File: src/rtl/regfile_pkg.sv
// Constants and types shared by the register file and its writeback controller.
package regfile_pkg;
  localparam int REG_AW   = 5;
  localparam int REG_DW   = 32;
  localparam int NUM_REGS = 32;

  typedef enum logic [1:0] {
    IDLE   = 2'd0,
    SETUP  = 2'd1,
    STROBE = 2'd2,
    HOLD   = 2'd3
  } wb_state_t;

  function automatic logic [NUM_REGS-1:0] reg_onehot(input logic [REG_AW-1:0] a);
    reg_onehot    = '0;
    reg_onehot[a] = 1'b1;
  endfunction
endpackage

File: src/rtl/wb_fifo.sv
// Writeback request FIFO; exposes every slot's address so pending writes can be decoded.
module wb_fifo #(
  parameter int DEPTH = 4,
  parameter int AW    = 5,
  parameter int DW    = 32
) (
  input  logic                     clk,
  input  logic                     rst,
  input  logic                     push,
  input  logic [AW-1:0]            push_addr,
  input  logic [DW-1:0]            push_data,
  input  logic                     pop,
  output logic [AW-1:0]            head_addr,
  output logic [DW-1:0]            head_data,
  output logic                     full,
  output logic                     empty,
  output logic [DEPTH-1:0]         entry_valid,
  output logic [DEPTH-1:0][AW-1:0] entry_addr
);
  localparam int IW = $clog2(DEPTH);
  localparam int PW = IW + 1;

  logic [PW-1:0] wr_ptr;
  logic [PW-1:0] rd_ptr;
  logic [PW-1:0] count;
  logic [AW-1:0] addr_mem [DEPTH];
  logic [DW-1:0] data_mem [DEPTH];
  logic [IW-1:0] offset;
  logic          do_push;
  logic          do_pop;

  assign empty   = (wr_ptr == rd_ptr);
  assign full    = (wr_ptr[IW] != rd_ptr[IW]) && (wr_ptr[IW-1:0] == rd_ptr[IW-1:0]);
  assign count   = wr_ptr - rd_ptr;
  assign do_push = push && !full;
  assign do_pop  = pop && !empty;

  assign head_addr = addr_mem[rd_ptr[IW-1:0]];
  assign head_data = data_mem[rd_ptr[IW-1:0]];

  always_ff @(posedge clk or posedge rst) begin
    if (rst) begin
      wr_ptr <= '0;
      rd_ptr <= '0;
    end else begin
      if (do_push) wr_ptr <= wr_ptr + 1'b1;
      if (do_pop)  rd_ptr <= rd_ptr + 1'b1;
    end
  end

  // Storage needs no reset: slots outside the valid window are masked.
  always_ff @(posedge clk) begin
    if (do_push) begin
      addr_mem[wr_ptr[IW-1:0]] <= push_addr;
      data_mem[wr_ptr[IW-1:0]] <= push_data;
    end
  end

  // A slot is live when its distance from the read pointer is below the occupancy.
  always_comb begin
    offset      = '0;
    entry_valid = '0;
    entry_addr  = '0;
    for (int i = 0; i < DEPTH; i++) begin
      offset         = IW'(i) - rd_ptr[IW-1:0];
      entry_valid[i] = ({1'b0, offset} < count);
      entry_addr[i]  = addr_mem[i];
    end
  end
endmodule

File: src/rtl/regfile_wb_ctrl.sv
// Writeback controller: queues register writes and replays each one as a
// setup/strobe/hold sequence on the register file's edge-triggered write port.
module regfile_wb_ctrl
  import regfile_pkg::*;
#(
  parameter int DEPTH = 4,
  parameter int AW    = REG_AW,
  parameter int DW    = REG_DW
) (
  input  logic                clk,
  input  logic                rst,
  input  logic                wb_valid,
  output logic                wb_ready,
  input  logic [AW-1:0]       wb_addr,
  input  logic [DW-1:0]       wb_data,
  output logic [AW-1:0]       A3,
  output logic [DW-1:0]       WD3,
  output logic                WE3,
  output logic [NUM_REGS-1:0] pending,
  output logic                idle,
  output wb_state_t           state
);
  // Handshake: a request transfers on a clock edge where wb_valid && wb_ready.
  // wb_ready is !full only, so it never depends on a same-cycle pop.

  wb_state_t               state_next;
  logic                    push;
  logic                    pop;
  logic                    full;
  logic                    empty;
  logic [AW-1:0]           head_addr;
  logic [DW-1:0]           head_data;
  logic [DEPTH-1:0]        entry_valid;
  logic [DEPTH-1:0][AW-1:0] entry_addr;

  assign wb_ready = !full;
  // Writes to register 0 are acknowledged and dropped.
  assign push     = wb_valid && wb_ready && (wb_addr != '0);
  assign idle     = empty && (state == IDLE);

  wb_fifo #(
    .DEPTH(DEPTH),
    .AW   (AW),
    .DW   (DW)
  ) u_fifo (
    .clk        (clk),
    .rst        (rst),
    .push       (push),
    .push_addr  (wb_addr),
    .push_data  (wb_data),
    .pop        (pop),
    .head_addr  (head_addr),
    .head_data  (head_data),
    .full       (full),
    .empty      (empty),
    .entry_valid(entry_valid),
    .entry_addr (entry_addr)
  );

  always_comb begin
    state_next = state;
    pop        = 1'b0;
    case (state)
      IDLE: begin
        if (!empty) begin
          pop        = 1'b1;
          state_next = SETUP;
        end
      end
      SETUP:  state_next = STROBE;
      STROBE: state_next = HOLD;
      HOLD: begin
        if (!empty) begin
          pop        = 1'b1;
          state_next = SETUP;
        end else begin
          state_next = IDLE;
        end
      end
      default: state_next = IDLE;
    endcase
  end

  // A3/WD3 load only when entering SETUP, so they are stable across the WE3 pulse.
  always_ff @(posedge clk or posedge rst) begin
    if (rst) begin
      state <= IDLE;
      A3    <= '0;
      WD3   <= '0;
      WE3   <= 1'b0;
    end else begin
      state <= state_next;
      WE3   <= (state_next == STROBE);
      if (pop) begin
        A3  <= head_addr;
        WD3 <= head_data;
      end
    end
  end

  always_comb begin
    pending = '0;
    for (int i = 0; i < DEPTH; i++) begin
      if (entry_valid[i]) pending = pending | reg_onehot(entry_addr[i]);
    end
    if (state != IDLE) pending = pending | reg_onehot(A3);
    pending[0] = 1'b0;
  end
endmodule

File: config.mk
export PLATFORM = sky130hd
export DESIGN_NAME = regfile_wb_ctrl
export DESIGN_NICKNAME = d
export VERILOG_FILES = /design/src/rtl/regfile_pkg.sv /design/src/rtl/wb_fifo.sv /design/src/rtl/regfile_wb_ctrl.sv
export SDC_FILE = /design/constraint.sdc
export NUM_CORES = 1
export LEC_CHECK = 0
export ABC_AREA = 1
export BUFFER_PORTS_ARGS = -buffer_cell sky130_fd_sc_hd__buf_2
export CORE_MARGIN = 3
export CORE_UTILIZATION = 59
export CTS_CLUSTER_SIZE = 24
export DETAILED_ROUTE_END_ITERATION = 8
export HOLD_SLACK_MARGIN = 0.15
export PLACE_DENSITY = 0.76
export SYNTH_ARGS = -nofsm -noshare
export SYNTH_HDL_FRONTEND = slang
export SYNTH_SLANG_ARGS = --single-unit
File: constraint.sdc
create_clock -name clk -period 4.8 [get_ports clk]
set_input_delay 1.2 -clock clk [delete_from_list [all_inputs] [get_ports clk]]
set_output_delay 1.2 -clock clk [all_outputs]
set_load 0.1 [all_outputs]
**After elaboration in Yosys (flattened, before gate mapping)**

Memory sizes are Yosys's and may differ from the RTL's. A register that Yosys moved wholly into a read port is not among the register bits.
Index checks and enable logic that the tools add are counted.

- Add/subtract/negate cells: 7
- Magnitude comparators: 14
- Eq/ne operators: 7
- Muxes and demuxes: 22
- Bitwise operators: 4
- Reduce and logical (&&, ||, !) cells: 17

Operator list:

| cell | count |
|---|---|
| 2-to-1 mux 32 bit | 5 |
| OR 32 bit | 4 |
| < comparator 5 x 6 -> 1 bit (second input constant) | 5 |
| demux 1 bit (select 5 bit) | 5 |
| greater-or-equal comparator 5 x 1 -> 1 bit (second input constant) | 5 |
| < comparator 2 x 3 -> 1 bit | 4 |
| logical AND 1 bit | 11 |
| 2-to-1 mux 1 bit | 10 |
| case mux 2 bit (4 select lines) | 1 |
| adder 3 x 1 -> 3 bit (second input constant) | 2 |
| == test 2 bit (second input constant) | 3 |
| nonzero test 5 bit | 1 |
| subtractor 1 x 2 -> 2 bit (first input constant) | 2 |
| subtractor 2 bit (first input constant) | 2 |
| == test 3 bit | 1 |
| subtractor 3 bit | 1 |
| == test 2 x 1 -> 1 bit (second input constant) | 1 |
| == test 2 bit | 1 |
| zero test 1 bit | 2 |
| zero test 2 bit | 1 |
| 2-to-1 mux 2 bit | 1 |
| nonzero test 2 bit | 1 |
| OR reduction 2 bit | 1 |
| != test 1 bit | 1 |

- Flip-flop bits (word level): 9
- Bits in writable memories: 148
- Bits of input ports: 40
- Output and inout port bits: 74
- Word-level logic and storage cells: 77
- Memories: 2

Memory list:

| name | depth | width | rd ports | clocked after Yosys merged registers in | write ports | line | text |
|---|---|---|---|---|---|---|---|
| u_fifo.data_mem | 4 | 32 | 1 | 1 | 1 | wb_fifo.sv:27 | `logic [DW-1:0] data_mem [DEPTH];` |
| u_fifo.addr_mem | 4 | 5 | 5 | 1 | 1 | wb_fifo.sv:26 | `logic [AW-1:0] addr_mem [DEPTH];` |

**Longest topological paths before layout**

Gate-level depths: netlist of run 1.
An unclocked memory read counts as a cell.

- Depth after elaboration: 14
- Gate-level depth with buffers: 14

**Modules after synthesis**

From an unflattened synthesis of run 1, not the netlist that was laid out.

- Cells, all modules: 892
- Area, all modules: 9113.7 um^2

Modules (own cells, without submodules):

| module | instances | cells an instance | area each (um^2) | seq. area each (um^2) |
|---|---|---|---|---|
| wb_fifo | 1 | 442 | 6104.6 | 4594.4 |
| regfile_wb_ctrl | 1 | 450 | 3009.1 | 1001.0 |

**Worst setup path after synthesis of run 1**

OpenSTA, ideal clock, no wires.

- Path kind: flip-flop to flip-flop
- Start point: reg u_fifo.rd_ptr[0]
- End point: mem u_fifo.addr_mem[3][0] (enable)
- Setup time: 0.433 ns
- Arrival time: 3.884 ns
- Data required time: 4.367 ns
- Path slack: 0.484 ns
- Cell stages (with the launch flop): 9
- Cell sequence: dfrtp_1 buf_4 inv_2 buf_6 buf_4 ha_1 nand3_1 nand3_2 nor2_1

- Cells in the longest elaborated chain, start to end: 8

Ends and longest elaborated chain:

| element | line | text |
|---|---|---|
| from (decl) | wb_fifo.sv:24 | `logic [PW-1:0] rd_ptr;` |
| from (signal assigned) | wb_fifo.sv:47 | `if (do_pop) rd_ptr <= rd_ptr + 1'b1;` |
| == test 2 bit (*) | wb_fifo.sv:33 | `assign full = (wr_ptr[IW] != rd_ptr[IW]) && (wr_ptr[IW-1:0] == rd_ptr[IW-1:0]);` |
| logical AND 1 bit (*) | wb_fifo.sv:33 |  |
| zero test 1 bit (*) | regfile_wb_ctrl.sv:36 | `assign wb_ready = !full;` |
| named net wb_ready | regfile_wb_ctrl.sv:13 | `output logic wb_ready,` |
| logical AND 1 bit (2 in series) | regfile_wb_ctrl.sv:38 | `assign push = wb_valid && wb_ready && (wb_addr != '0);` |
| logical AND 1 bit (*) | wb_fifo.sv:35 | `assign do_push = push && !full;` |
| 2-to-1 mux 1 bit (*) | wb_fifo.sv:53 | `if (do_push) begin` |
| 2-to-1 mux 1 bit (not written as such) (*) | wb_fifo.sv:54 | `addr_mem[wr_ptr[IW-1:0]] <= push_addr;` |
| to (decl) | wb_fifo.sv:26 |  |

Mark *: on every way through the listed nets, which the timed path passes. The rest lies on a longest branch.

**Worst setup path in the final report of run 1**

- Start point: reg u_fifo.wr_ptr[0]
- End point: out pending[17]

- Cells in the longest elaborated chain, start to end: 11
- Elaborated cells on any way between the ends: 14
- Classes of those cells: 1 x add/sub; 4 x order compare; 5 x mux; 4 x bitwise

Ends and longest elaborated chain:

| element | line | text |
|---|---|---|
| from (decl) | wb_fifo.sv:23 | `logic [PW-1:0] wr_ptr;` |
| from (signal assigned) | wb_fifo.sv:46 | `if (do_push) wr_ptr <= wr_ptr + 1'b1;` |
| subtractor 3 bit (*) | wb_fifo.sv:34 | `assign count = wr_ptr - rd_ptr;` |
| < comparator 2 x 3 -> 1 bit | wb_fifo.sv:66 | `entry_valid[i] = ({1'b0, offset} < count);` |
| 2-to-1 mux 32 bit | regfile_wb_ctrl.sv:104 | `if (entry_valid[i]) pending = pending \| reg_onehot(entry_addr[i]);` |
| OR 32 bit | regfile_wb_ctrl.sv:104 |  |
| 2-to-1 mux 32 bit | regfile_wb_ctrl.sv:104 |  |
| OR 32 bit | regfile_wb_ctrl.sv:104 |  |
| 2-to-1 mux 32 bit | regfile_wb_ctrl.sv:104 |  |
| OR 32 bit | regfile_wb_ctrl.sv:104 |  |
| 2-to-1 mux 32 bit (*) | regfile_wb_ctrl.sv:104 |  |
| OR 32 bit | regfile_wb_ctrl.sv:106 | `if (state != IDLE) pending = pending \| reg_onehot(A3);` |
| 2-to-1 mux 32 bit (*) | regfile_wb_ctrl.sv:106 |  |
| to (decl) | regfile_wb_ctrl.sv:19 | `output logic [NUM_REGS-1:0] pending,` |

Every way passes the cells marked *; elsewhere a longest branch is shown, timed or not.

==> results of run 1 <==
layout make-up:
class	instances	area share [%]
Timing Repair Buffer	122	6.12
Multi-Input combinational cell	813	32.6
Clock buffer	22	4.16
Inverter	108	3.63
Antenna cell	1	0.0224
Clock inverter	10	0.886
Tap cell	216	2.42
Sequential cell	194	50.1
cell usage after synthesis, types with 3 or more instances:
cell type	number	area share (%)
o21ai_2	6	0.53
o22ai_1	32	2.0
clkbuf_1	13	0.49
nand3_2	5	0.51
nand2_1	381	14
edfxtp_1	148	45
buf_2	10	0.51
o21bai_1	3	0.23
nor2_1	226	8.6
buf_6	11	1.3
o21ai_0	76	3.8
buf_4	11	0.84
nor3_2	3	0.30
nor3_1	10	0.51
xor2_1	3	0.27
inv_1	104	4.0
dfrtp_1	46	12
a21oi_1	12	0.61
inv_2	4	0.15
ha_1	15	1.9
nand3_1	34	1.7
state kept, by name, summed over array words and instances (netlist names):
signal,cells
u_fifo.wr_ptr,3
A3,5
WE3,1
u_fifo.addr_mem,20
u_fifo.data_mem,128
state,2
u_fifo.rd_ptr,3
WD3,32
kinds of logic after synthesis:
group           after synthesis  share of synthesized area (%)
buf+inv                     153                           7.19
flops                       194                           56.6
compound gates              130                           7.32
xor+xnor                      3                          0.266
simple gates                663                           26.5
fa+ha+maj                    16                           2.10
other cells                   1                         0.0380
worst paths after layout:
path / from / depth (start not counted) / slack (ns) / endpoint
setup reg to reg: u_fifo.rd_ptr[0] / 7 / 1.57 / u_fifo.data_mem[2][6]
hold reg to reg: WD3[15] / 2 / 0.48 / WD3[15]
max in group asynchronous: rst / 3 / 3.40 / u_fifo.rd_ptr[0]
min in group asynchronous: rst / 3 / 0.93 / WD3[10]
hold / removal: WD3[15] / 2 / 0.48 / WD3[15]
setup / recovery: u_fifo.wr_ptr[0] / 14 / 0.17 / pending[17]
through the flow:
step | hold WS (ns) | area [um2]
after floorplan | 0.532 | 9880
after global placement | 0.458 | 10500
after detailed placement | 0.460 | 10500
after CTS | 0.479 | 11100
after global routing | 0.501 | 11200
final | 0.476 | 11200
worst max-delay path: stages (launching register included):
cell	delay, ns
dfrtp_1	0.42
inv_1	0.16
ha_1	0.21
inv_1	0.07
fa_1	0.47
inv_1	0.08
ha_1	0.28
inv_1	0.03
o21bai_1	0.21
nand3_4	0.32
nand2_1	0.16
nand2_1	0.10
nor2_1	0.09
nand2_1	0.07
buf_2	0.29
per-layer routing:
metal	track usage [%]	vias up	share of wire, %
met5	0	-	0
met4	10.7	0	2.5
met3	5.79	56	8.8
met2	43.6	386	48
met1	36.5	3702	41
li1	-	3920	-
timing repair:
item / 4_1_cts / 5_1_grt
endpoints found under the setup margin: 1 / 31
hold buffers: 0 / 0
gates resized for setup: 1 / 28
==> run_results.csv, run 1 <==
group,metric,value,unit
layout,fin_util,69.3,%
yosys,ys_async_sr_fraction,23.7,%
yosys,synth_warnings,0,
layout,mostFrequentLayoutCells,"381 x nand2_1, 222 x nor2_1, 148 x edfxtp_1",
sta,fin_ws,0.168,ns
place,gp_congestion,0.980,
clock_tree,post-cts-setup-buffer-count,0,
layout,fillerInstances,1257,
yosys,syn_inst,1160,
clock_tree,clock_latency,0.44,ns
routing,wl_per_cell,16.5,um
sta,skew,0.0199,ns
routing,avgViaCountPerCell,5.43,
global_route,grt_max_degree,77,
layout,final_layout_size_suffix_gt1_share,14.0,%
layout,seqCellArea,0.00560,mm2
sta,rsz0062_at_grt,"yes",
worst_setup_path,crit_type,"reg2out",
clock_tree,clkSinkCount,194,
global_route,grt_pass1_wl,38400,um
clock_tree,clockBufferDepth,2,
routing,first_pass_iters,5,
global_route,antenna_found_initial,1,
layout,nNetsFinal,1312,
sta,worst_slew_pin_slew,0.989,ns
global_route,grtUsageTotal,27.1,%
die,die_w,135,um
die,row_count,46,
die,initial_utilization,61.3,%
die,die_y,135,um
place,dpl_worst_slack,0.457,ns
place,portBuffers,112,
clock_tree,cts_buffers,17,
layout,multi_input_area,0.00364,mm2
sta,drv_slew,0,
place,hpwl,16000,um
sta,hold_violations,0,
layout,final_cells,1486,
die,io_pins,114,
sta,fin_crit,4.63,ns
layout,syn_to_final_growth,13.0,%
worst_setup_path,cp-end-kind,"output port",
run,maxCapViolCount,0,
status,status,"finished, final reports clean",
routing,drc,0,
clock_tree,cts.clk_slew.worst_paths,0.07,ns
yosys,synthesis.nets,1216,
routing,ant_nets,0,
yosys,avgSynthCellArea,8.52,um2
sta,fin_crit_sh,96.5,%
clock_tree,h-tree-depth,4,
routing,drtIter0Drc,782,
sta,fmax,216,MHz
clock_tree,cts_tree,"built",
global_route,grt_pass1_vias,7503,
yosys,synth.distinct_cells,26,
yosys,ys_ff_latch,194,
worst_setup_path,worstPathRequired,3.60,ns
worst_setup_path,arrival,3.43,ns
routing,dr_total_vias,8064,
yosys,synthFlopType,"edfxtp_1",
die,die-area,0.0183,mm2
global_route,grt_overflow,0,
die,core,0.0161,mm2
worst_setup_path,cp_max_fo,31,
sta,fin_tns_setup,0,ns
place,dp.cells,1453,
layout,final_common_cell,"nand2_1",
yosys,yosysSeqAreaShare,56.6,%
yosys,syn_area,0.00988,mm2
worst_setup_path,start_kind,"flop",
hold_path,hp-class,"reg2reg",
clock_tree,root_buffer,"clkbuf_16",
sta,slew_headroom,33.5,%
routing,drt_wl_total,24500,um
sta,setup_viol,0,
yosys,synth_edf_count,148,
Power of run 1 is left out: the tool's default activity adds up to more than one toggle a clock period on the data nets, which glitch-free logic cannot reach.
==> run 2, diff against run 1 <==
--- a/config.mk
+++ b/config.mk
@@ -6,7 +6,7 @@
 export NUM_CORES = 1
 export LEC_CHECK = 0
 export ABC_AREA = 1
-export BUFFER_PORTS_ARGS = -buffer_cell sky130_fd_sc_hd__buf_2
+export BUFFER_PORTS_ARGS = -buffer_cell sky130_fd_sc_hd__buf_4
 export CORE_MARGIN = 3
 export CORE_UTILIZATION = 59
 export CTS_CLUSTER_SIZE = 24
==> run_results.csv, run 2 (synthesis results as in run 1) <==
group,metric,value,unit
sta,setup_viol,0,
die,initial_utilization,61.3,%
hold_path,hp-class,"reg2reg",
sta,hold_violations,0,
layout,mostFrequentLayoutCells,"381 x nand2_1, 222 x nor2_1, 148 x edfxtp_1",
routing,avgViaCountPerCell,5.51,
sta,fmax,216,MHz
global_route,met2_usage,42.1,%
hold_path,holdPathEnd,"WD3[29]",
worst_setup_path,r2r-end,"u_fifo.data_mem[3][30]",
clock_tree,cts_tree,"built",
die,die_y,135,um
worst_setup_path,start_kind,"flop",
global_route,grtUsageMet1,39.6,%
global_route,grt_pass1_vias,7236,
clock_tree,cts.clk_slew.worst_paths,0.07,ns
hold_path,worstHoldStart,"WD3[29]",
worst_setup_path,cp_max_fo,15,
clock_tree,h-tree-depth,4,
place,gp_congestion,0.942,
sta,fin_crit,4.63,ns
hold_path,hold_depth,2,
layout,n_antenna_cell,0,
worst_setup_path,rrSetupSlack,1.56,ns
die,io_pins,114,
global_route,antenna_found_initial,0,
clock_tree,post-cts-setup-buffer-count,0,
sta,skew,0.0103,ns
layout,final_common_cell,"nand2_1",
sta,rsz0062_at_grt,"no",
worst_setup_path,timing.rr.start,"u_fifo.rd_ptr[0]",
clock_tree,clock_latency,0.43,ns
global_route,grt_pass1_wl,38400,um
routing,drtIter0Drc,1027,
worst_setup_path,crit_type,"reg2out",
routing,first_pass_iters,6,
routing,dr_total_vias,8228,
sta,slew_headroom,30.2,%
sta,drv_slew,0,
sta,fin_tns_setup,0,ns
place,hpwl,15900,um
clock_tree,root_buffer,"clkbuf_16",
worst_setup_path,worstPathRequired,3.60,ns
global_route,grt_busiest_layer,"met2",
clock_tree,clkSinkCount,194,
die,die_w,135,um
run,maxCapViolCount,0,
global_route,grt_max_degree,78,
status,status,"finished, final reports clean",
die,die-area,0.0183,mm2
sta,hold_ws,0.482,ns
worst_setup_path,reg2regPathDepth,7,
sta,fin_crit_sh,96.4,%
routing,drc,0,
clock_tree,clockBufferDepth,2,
global_route,grtUsageTotal,27.0,%
routing,drt_wl_total,25700,um
place,portBuffers,112,
die,row_count,46,
worst_setup_path,arrival,3.43,ns
layout,nNetsFinal,1319,
layout,syn_to_final_growth,17.6,%
worst_setup_path,cp-end-kind,"output port",
routing,ant_nets,0,
sta,worst_slew_pin_slew,1.05,ns
layout,largest_reg_flops,128,
global_route,grt_overflow,0,
clock_tree,cts_buffers,17,
die,core,0.0161,mm2
global_route,use_met3,4.64,%
routing,wl_per_cell,17.2,um
layout,final_layout_size_suffix_gt1_share,15.1,%
## run 2: final cells by class
type                       instances  area, um2
clock inverter                    10        115
sequential                       194       5600
inverter                         108        405
tap                              216        270
fill                            1256       4500
multi-input combinational        820       3820
clock buffer                      22        485
timing repair buffer             122        927
## run 2: worst max-delay path, cell delays in order (launching register included)
cell and delay (ns):
dfrtp_1 0.43, inv_2 0.12, ha_2 0.22, inv_1 0.08
fa_1 0.51, inv_1 0.11, ha_1 0.36, o21bai_4 0.30
nand3_4 0.25, nand2_1 0.14, inv_1 0.05, nor2_1 0.10
nand2_1 0.08, buf_4 0.24
## run 2: worst max-delay path by stage
stage	from	endpoint	slack [ns]	cells after the start
after floorplan	u_fifo.rd_ptr[0]	u_fifo.addr_mem[3][0]	0.48	8
after global placement	u_fifo.rd_ptr[0]	pending[26]	0.52	11
after detailed placement	u_fifo.wr_ptr[0]	pending[26]	0.52	13
after CTS	u_fifo.wr_ptr[0]	pending[1]	0.04	14
after global routing	u_fifo.wr_ptr[0]	pending[31]	0.02	13
final	u_fifo.wr_ptr[0]	pending[31]	0.17	13
## run 2: metal layers
layer  share of wire [%]  wire [um]  up-vias
li1                    -          -     3953
met4                 1.7        442        0
met5                   0          0        -
met2                  47      12000      449
met1                  42      10800     3768
met3                 9.6       2460       58
## run 2: timing repair
item                                    CTS  global route
resized for setup                         2            22
pin swaps                                 0             1
hold buffers                              0             0
endpoints found under the setup margin    6            31
gates cloned                              0             7
## run 2: through the flow
step                cells  area, um2  utilization (%)  worst slack (ns)
CTS                  1485      11400             70.8            0.0433
global placement     1453      10800             67.0             0.521
detailed placement   1453      10800             67.0             0.516
global route         1492      11600             72.1            0.0182
finish               1492      11600             72.1             0.175
floorplan            1160       9880                -             0.484
Power of run 2 is left out for the same reason.
==> run 3, diff against run 2 <==
--- a/config.mk
+++ b/config.mk
@@ -13,6 +13,7 @@
 export DETAILED_ROUTE_END_ITERATION = 8
 export HOLD_SLACK_MARGIN = 0.15
 export PLACE_DENSITY = 0.76
+export RECOVER_POWER = 25
 export SYNTH_ARGS = -nofsm -noshare
 export SYNTH_HDL_FRONTEND = slang
 export SYNTH_SLANG_ARGS = --single-unit
==> run_results.csv, run 3 (synthesis results as in run 1) <==
group,metric,value,unit
status,status,"finished with violations",
status,failed_checks,"DRC",
die,row_count,46,
sta,hold_violations,0,
worst_setup_path,cp_max_fo,15,
die,core,0.0161,mm2
routing,ant_nets,0,
layout,final_common_cell,"nand2_1",
routing,first_pass_iters,9,
clock_tree,clockBufferDepth,2,
clock_tree,cts.clk_slew.worst_paths,0.07,ns
sta,worst_slew_pin_slew,1.04,ns
routing,drc,1,
hold_path,hp-class,"reg2reg",
run,maxCapViolCount,0,
worst_setup_path,cp-end-kind,"output port",
place,portBuffers,112,
global_route,grt_overflow,0,
clock_tree,hold_buffers,0,
sta,rsz0062_at_grt,"no",
sta,setup_viol,0,
place,hpwl,15900,um
sta,slew_headroom,30.5,%
clock_tree,cts_tree,"built",
sta,drv_slew,0,
worst_setup_path,arrival,3.44,ns
worst_setup_path,worstPathRequired,3.60,ns
die,die_w,135,um
sta,hold_ws,0.482,ns
sta,fin_tns_setup,0,ns
layout,final_layout_size_suffix_gt1_share,12.6,%
die,initial_utilization,61.3,%
global_route,grt_max_degree,78,
sta,skew,0.0106,ns
place,placed_area,0.0108,mm2
clock_tree,clkSinkCount,194,
die,die_y,135,um
global_route,antenna_found_initial,0,
routing,drtIter0Drc,1089,
global_route,grtUsageTotal,27.0,%
routing,drt_wl_total,25700,um
clock_tree,cts_buffers,17,
worst_setup_path,start_kind,"flop",
clock_tree,clock_latency,0.43,ns
global_route,grt_pass1_vias,7236,
routing,dr_total_vias,8188,
clock_tree,h-tree-depth,4,
layout,n_antenna_cell,0,
routing,avgViaCountPerCell,5.49,
place,gp_congestion,0.942,
sta,fmax,216,MHz
layout,mostFrequentLayoutCells,"381 x nand2_1, 222 x nor2_1, 148 x edfxtp_1",
routing,wl_per_cell,17.2,um
layout,largest_reg_flops,128,
layout,syn_to_final_growth,16.4,%
clock_tree,root_buffer,"clkbuf_16",
sta,fin_crit,4.64,ns
worst_setup_path,crit_type,"reg2out",
sta,fin_crit_sh,96.6,%
layout,nNetsFinal,1319,
die,die-area,0.0183,mm2
layout,design_area,0.0115,mm2
die,io_pins,114,
global_route,grt_pass1_wl,38400,um
-- run 3: cell count changes in the layout (fill, tap and decap cells not counted) --
cell      change
buf_4        -32
clkbuf_1     +32
-- run 3: critical path, cell delays in order (launching register included) --
cell and delay [ns]:
dfrtp_1 0.43, inv_2 0.12, ha_2 0.22, inv_1 0.08, fa_1 0.51, inv_1 0.11
ha_1 0.36, o21bai_4 0.30, nand3_4 0.25, nand2_1 0.14, inv_1 0.05, nor2_1 0.10
nand2_1 0.08, buf_4 0.24
-- run 3: area by class of cell --
class | count | area, um2
Sequential cell | 194 | 5600
Clock buffer | 22 | 485
Clock inverter | 10 | 115
Multi-Input combinational cell | 820 | 3820
Timing Repair Buffer | 122 | 807
Inverter | 108 | 405
Tap cell | 216 | 270
Fill cell | 1297 | 4620
-- run 3: what timing repair did --
item,in CTS,in global routing
endpoints found under the setup margin,6,31
gates resized for setup,2,22
pin swaps,0,1
hold endpoints to repair,0,0
buffers inserted,0,0
gates cloned,0,7
-- run 3: path summary, 6_finish.rpt --
path / from / end / cells after the start / slack (ns)
setup reg to reg: u_fifo.rd_ptr[0] / u_fifo.data_mem[3][0] / 7 / 1.56
hold / removal: WD3[29] / WD3[29] / 2 / 0.48
min in group asynchronous: rst / WD3[10] / 2 / 1.03
setup / recovery: u_fifo.wr_ptr[0] / pending[31] / 13 / 0.16
hold reg to reg: WD3[29] / WD3[29] / 2 / 0.48
max in group asynchronous: rst / u_fifo.rd_ptr[0] / 2 / 3.06
-- run 3: per-stage QoR --
stage          worst slack, ns  std cells  util [%]
3_3_place_gp             0.521       1453      67.0
2_1_floorplan            0.484       1160         -
3_5_place_dp             0.516       1453      67.0
6_report                 0.163       1492      71.3
4_1_cts                 0.0433       1485      70.8
5_1_grt                 0.0182       1492      71.3
-- run 3: metal layers --
metal / part of all wire (%) / up-vias / track usage, %
met2: 47 / 428 / 42.1
met1: 42 / 3757 / 39.6
li1: - / 3956 / -
met5: 0 / - / 0
met3: 9.5 / 47 / 4.64
met4: 1.7 / 0 / 7.67
Power of run 3 is left out for the same reason.
